--- config.mk ---
export PLATFORM = sky130hd
export DESIGN_NAME = framed_shiftregister
export DESIGN_NICKNAME = d
export VERILOG_FILES = /design/src/rtl/shiftreg_pkg.sv /design/src/rtl/shift_bit_counter.sv /design/src/rtl/framed_shiftregister.sv
export SDC_FILE = /design/constraint.sdc
export NUM_CORES = 1
export LEC_CHECK = 0
export BUFFER_PORTS_ARGS = -buffer_cell sky130_fd_sc_hd__buf_2
export CORE_MARGIN = 8
export CORE_UTILIZATION = 45
export DETAILED_ROUTE_END_ITERATION = 10
export GPL_ROUTABILITY_DRIVEN = 0
export PLACE_DENSITY = 0.76
export SLEW_MARGIN = 25
export SYNTH_ARGS = -nofsm -noshare
export SYNTH_HDL_FRONTEND = slang
export SYNTH_SLANG_ARGS = --single-unit
--- constraint.sdc ---
create_clock -name clk -period 1.65 [get_ports clk]
set_clock_uncertainty 0.1 [all_clocks]
set_input_delay 0.495 -clock clk [delete_from_list [all_inputs] [get_ports clk]]
set_output_delay 0.495 -clock clk [all_outputs]
set_load 0.05 [all_outputs]
--- src/rtl/shiftreg_pkg.sv ---
// Shared types and constants for the framed shift register and its bit counter.
package shiftreg_pkg;

  typedef enum logic {
    IDLE  = 1'b0,
    SHIFT = 1'b1
  } state_t;

  localparam logic DIR_MSB_FIRST = 1'b0;
  localparam logic DIR_LSB_FIRST = 1'b1;

endpackage

--- src/rtl/shift_bit_counter.sv ---
// Counts shifts within a frame; terminal flags the increment that completes WIDTH bits.
module shift_bit_counter #(
  parameter int  WIDTH = 8,
  localparam int CNT_W = $clog2(WIDTH + 1)
) (
  input  logic             clk,
  input  logic             rst_n,
  input  logic             clear,
  input  logic             inc,
  output logic [CNT_W-1:0] count,
  output logic             terminal
);

  assign terminal = inc && (count == CNT_W'(WIDTH - 1));

  // NOTE: sequential state uses non-blocking assignments so every flop samples pre-edge values.
  always_ff @(posedge clk) begin
    if (!rst_n) begin
      count <= '0;
    end else if (clear || terminal) begin
      count <= '0;
    end else if (inc) begin
      count <= count + 1'b1;
    end
  end

endmodule

--- src/rtl/framed_shiftregister.sv ---
// Full-duplex SIPO/PISO shift register with selectable direction and frame tracking.
module framed_shiftregister
  import shiftreg_pkg::*;
#(
  parameter int  WIDTH = 8,
  localparam int CNT_W = $clog2(WIDTH + 1)
) (
  input  logic             clk,
  input  logic             rst_n,
  input  logic             peripheralClkEdge,
  input  logic             parallelLoad,
  input  logic [WIDTH-1:0] parallelDataIn,
  input  logic             serialDataIn,
  input  logic             lsbFirst,
  output logic [WIDTH-1:0] parallelDataOut,
  output logic             serialDataOut,
  output logic [WIDTH-1:0] rxData,
  output logic             frameDone,
  output logic             busy,
  output logic [CNT_W-1:0] bitCount
);

  state_t           state;
  state_t           nextState;
  logic [WIDTH-1:0] data;
  logic [WIDTH-1:0] shiftedData;
  logic             dir;
  logic             shiftStrobe;
  logic             counterInc;
  logic             terminal;

  // A load in the same cycle swallows the strobe.
  assign shiftStrobe = peripheralClkEdge && !parallelLoad;
  assign counterInc  = shiftStrobe && (state == SHIFT);

  shift_bit_counter #(.WIDTH(WIDTH)) u_counter (
    .clk      (clk),
    .rst_n    (rst_n),
    .clear    (parallelLoad),
    .inc      (counterInc),
    .count    (bitCount),
    .terminal (terminal)
  );

  always_comb begin
    shiftedData = {data[WIDTH-2:0], serialDataIn};
    if (dir == DIR_LSB_FIRST) begin
      shiftedData = {serialDataIn, data[WIDTH-1:1]};
    end
  end

  // NOTE: every combinational output gets a default first so no path can infer a latch.
  always_comb begin
    nextState = state;
    if (parallelLoad) begin
      nextState = SHIFT;
    end else if (terminal) begin
      nextState = IDLE;
    end
  end

  always_ff @(posedge clk) begin
    if (!rst_n) begin
      state <= IDLE;
      busy  <= 1'b0;
    end else begin
      state <= nextState;
      busy  <= (nextState == SHIFT);
    end
  end

  always_ff @(posedge clk) begin
    if (!rst_n) begin
      data            <= '0;
      dir             <= DIR_MSB_FIRST;
      parallelDataOut <= '0;
      serialDataOut   <= 1'b0;
      rxData          <= '0;
      frameDone       <= 1'b0;
    end else begin
      parallelDataOut <= data;
      serialDataOut   <= (dir == DIR_LSB_FIRST) ? data[0] : data[WIDTH-1];
      frameDone       <= terminal;
      if (parallelLoad) begin
        data <= parallelDataIn;
        dir  <= lsbFirst;
      end else if (shiftStrobe) begin
        data <= shiftedData;
      end
      // The completing strobe's own bit is part of the received word.
      if (terminal) begin
        rxData <= shiftedData;
      end
    end
  end

endmodule

==> results.sh <==
export IMPL_destination_of_the_worst_register_to_register_timing_path="state$_SDFFE_PN0P_"
export IMPL_rsz0062_at_grt="false"
export IMPL_grt_pass1_vias=1036
export IMPL_cells_taking_the_most_area_after_synthesis="sky130_fd_sc_hd__dfxtp_1 50%, sky130_fd_sc_hd__mux2i_1 8.6%, sky130_fd_sc_hd__o211a_1 6.2%, sky130_fd_sc_hd__a31o_2 5.5%, sky130_fd_sc_hd__a211oi_1 4.7%"
export IMPL_number_of_synthesized_register_bits=32
export IMPL_synth_cell_count_leaders="32 x sky130_fd_sc_hd__dfxtp_1, 11 x sky130_fd_sc_hd__mux2i_1, 9 x sky130_fd_sc_hd__and2_1, 9 x sky130_fd_sc_hd__nand3_1, 9 x sky130_fd_sc_hd__nor2_1"
export IMPL_detail_route_drc_violations=0
export IMPL_drt_initial_drc_count=50
export IMPL_hold_path_startpoint="parallelDataIn[5]"
export IMPL_crit_path_top_delay_cell="sky130_fd_sc_hd__dfxtp_1"
export IMPL_yosys_cell_types_count=24
export IMPL_min_period_ns=1.59
export IMPL_post_cts_setup_buffer_count=0
export IMPL_clk_root_buffer_cell="sky130_fd_sc_hd__clkbuf_4"
export IMPL_max_freq_mhz=629
export IMPL_clock_insertion_delay_at_the_later_pin_of_the_skew_report_ns=0.33
export IMPL_placement_io_buffers=36
export IMPL_critPathCaptureType="primary output"
export IMPL_timing_hold_worst_path_depth=2
export IMPL_hold_path_endpoint="data[5]$_SDFFE_PN0P_"
export IMPL_critical_path_peak_fanout=4
export IMPL_tritoncts="built"
export IMPL_ctsHtreeMaxLevel=2
export IMPL_timing_reg2reg_setup_slack_ns=0.20
export IMPL_detailed_route_vias_per_instance=5.33
export IMPL_r2r_start="u_counter.count[0]$_SDFFE_PP0P_"
export IMPL_detail_routed_net_length_per_standard_cell_um=14.6
export IMPL_place_detailed_instances=187
export IMPL_synthesis_nets=140
export IMPL_setup_viol=0
export IMPL_antenna_found_initial=0
export IMPL_finish_utilization_pct=56.9
export IMPL_run_status="finished clean"
export IMPL_grt_util_all_layers_pct=11.8
export IMPL_rows=19
export IMPL_timing_critical_path_cells="buf_2"
export IMPL_maxCapViolCount=0
export IMPL_finalPower_mw=1.47
export IMPL_final_hold_viol_count=0
export IMPL_critical_path_n_buffers_inverters=1
export IMPL_floorplan_io_pins=37
export IMPL_grt_overflow_total=0
export IMPL_yosys_cell_count_top_type="sky130_fd_sc_hd__dfxtp_1"
export IMPL_asyncSetResetFlopFracSynth_pct=0
export IMPL_path_delay_family="flip-flops"
export IMPL_pre_cts_ws_ns=0.0403
export IMPL_synth_edf_count=0
export IMPL_cts_path_max_buffers=2
export IMPL_die_width_um=69.4
export IMPL_worst_r2r_cell_count=4
export IMPL_synth_top_area_cell="sky130_fd_sc_hd__dfxtp_1"
export IMPL_initial_core_utilization_pct=47.0
export IMPL_worstPathArrival_ns=1.00
export IMPL_max_slew_margin_pct=69.4
export IMPL_core_footprint_um2=2730
export IMPL_area_overhead_of_the_layout_relative_to_synthesis_pct=21.0
export IMPL_synth_adder_area_share_pct=0.974
export IMPL_crit_required_ns=1.05
export IMPL_synthesis_area_per_instance_um2=10.3
export IMPL_post_route_cells_drive_above_1_share_pct=36.0
export IMPL_timing_critical_path_from_type="flop"
export IMPL_worst_setup_hold_path_clk_slew_ns=0.09
export IMPL_nets=178
export IMPL_postSynthCellCount=125
export IMPL_layout_filler_cells=266
export IMPL_antenna_violating_nets_post_route=0
export IMPL_post_synthesis_mux_area_share_pct=8.57
export IMPL_mappedNetlistArea_um2=1280
export IMPL_synth_xor_area_share_pct=1.36
export IMPL_synth_largest_type_area_fraction_pct=49.9
export IMPL_leakagePower_nw=0.796
export IMPL_p_per_area_nw_per_um2=944
export IMPL_fin_setup_tns_ns=0
export IMPL_synth_simple_gate_area_share_pct=16.9
export IMPL_yosys_warnings=0
export IMPL_dp_final_hpwl_um=2120
export IMPL_fin_cells=195
export IMPL_postLayoutCellArea_um2=1560
export IMPL_cts_inserted_buffers=5
export IMPL_floorplan_die_area_um2=4820
export IMPL_max_vdd_ir_drop_v=0.000768
export IMPL_first_pass_grt_wire_length_um=4730
export IMPL_grt_max_degree=30
export IMPL_antennaDiodeCount=0
export IMPL_holdWs_ns=0.297
export IMPL_drt_wl_total_um=2840
export IMPL_period_share_pct=96.4
export IMPL_slew_violations=0
export IMPL_postLayoutSetupSlackWorst_ns=0.0600
export IMPL_tightestPinTransition_ns=0.459
export IMPL_synth_yosys_seq_area_share_pct=49.9
export IMPL_dr_total_vias=1039
export IMPL_largest_stage_delay_worst_path_ns=0.38
export IMPL_ys_flop_type="sky130_fd_sc_hd__dfxtp_1"
export IMPL_die_y_um=69.4
export IMPL_cts_sinks=32
export IMPL_main_combinational_cell_family_by_area_after_synthesis="compound AO/OA/AOI/OAI gates"
export IMPL_crit_type="reg2out"
export IMPL_synth_compound_area_share_pct=17.5
export IMPL_hold_path_class="in2reg"
export IMPL_drt_pass1_iter_count=4
export IMPL_postPlaceCellArea_um2=1490
-- flip-flops by register name, summed over array words and instances (netlist names) --
| register | count |
|---|---|
| data | 8 |
| parallelDataOut | 8 |
| rxData | 8 |
| u_counter.count | 4 |
| dir | 1 |
| frameDone | 1 |
| serialDataOut | 1 |
| state | 1 |
-- worst reg2reg max path: cells and delay by family, from the launching register on --
family	cells	cell delay (ns)
compound gates	1	0.15
fa+ha+maj	1	0.18
flops	1	0.37
simple gates	2	0.53
-- what timing repair did --
action / CTS / global route
resized for setup: 0 / 1
endpoints found under the hold margin: 0 / 0
endpoints found under the setup margin: 0 / 1
hold buffers: 0 / 0
-- cells in the final DEF (no fill, tap or decap) --
cell type                   n
sky130_fd_sc_hd__a211oi_1   8
sky130_fd_sc_hd__a21oi_1    1
sky130_fd_sc_hd__xor2_1     2
sky130_fd_sc_hd__a31o_2     8
sky130_fd_sc_hd__and3_1     1
sky130_fd_sc_hd__nand2b_1   1
sky130_fd_sc_hd__or4_1      1
sky130_fd_sc_hd__buf_4      6
sky130_fd_sc_hd__dfxtp_2    2
sky130_fd_sc_hd__clkbuf_4   6
sky130_fd_sc_hd__nand3_1    9
sky130_fd_sc_hd__buf_2     35
sky130_fd_sc_hd__mux2i_1   11
sky130_fd_sc_hd__o211a_1    8
sky130_fd_sc_hd__ha_1       1
sky130_fd_sc_hd__nand4b_1   1
sky130_fd_sc_hd__clkbuf_8   1
sky130_fd_sc_hd__o21ai_0    2
sky130_fd_sc_hd__nor2b_1    3
sky130_fd_sc_hd__dfxtp_1   29
sky130_fd_sc_hd__clkbuf_1   2
sky130_fd_sc_hd__and2_1     9
sky130_fd_sc_hd__nor2_1     9
sky130_fd_sc_hd__dfxtp_4    1
sky130_fd_sc_hd__nand2_1    4
sky130_fd_sc_hd__and4b_1    1
sky130_fd_sc_hd__nor3_1     2
-- power by group --
| part | internal [mW] | switching, mW | total [mW] |
|---|---|---|---|
| Combinational | 0.0687 | 0.119 | 0.188 |
| Clock | 0.210 | 0.247 | 0.457 |
| Sequential | 0.802 | 0.0215 | 0.824 |
| Total | 1.08 | 0.388 | 1.47 |
-- cells by family after synthesis --
group,count (synthesis)
DFF,32
muxes,11
adders and majority gates,1
AOI/OAI and AO/OA,27
and+or+nand+nor,41
xor gates and xnor gates,2
buffers and inverters,11
-- worst max path at each step --
stage	start	end	slack, ns	depth (start not counted)
after floorplan	u_counter.count[1]$_SDFFE_PP0P_	rxData[1]$_SDFFE_PN0P_	0.006	6
after global placement	parallelLoad	state$_SDFFE_PN0P_	0.09	4
after detailed placement	parallelLoad	u_counter.count[3]$_SDFFE_PP0P_	0.04	4
after CTS	u_counter.count[2]$_SDFFE_PP0P_	bitCount[2]	0.03	1
after global routing	u_counter.count[3]$_SDFFE_PP0P_	bitCount[3]	0.004	1
final	u_counter.count[3]$_SDFFE_PP0P_	bitCount[3]	0.06	1
-- metal layers --
metal / part of all wire (%) / track usage [%] / wire length (µm)
met5: 0 / 0 / 0
met4: 1.6 / 4.78 / 45
met1: 45 / 13.6 / 1270
met3: 8.1 / 6.29 / 230
met2: 46 / 17.8 / 1300
-- layout make-up --
type	count	area [µm²]	area share, %
Sequential cell	32	647	41.6
Multi-Input combinational cell	82	583	37.5
Timing Repair Buffer	42	228	14.6
Clock buffer	8	58.8	3.78
Tap cell	31	38.8	2.49
No activity file was read; power rests on OpenSTA's default activity.
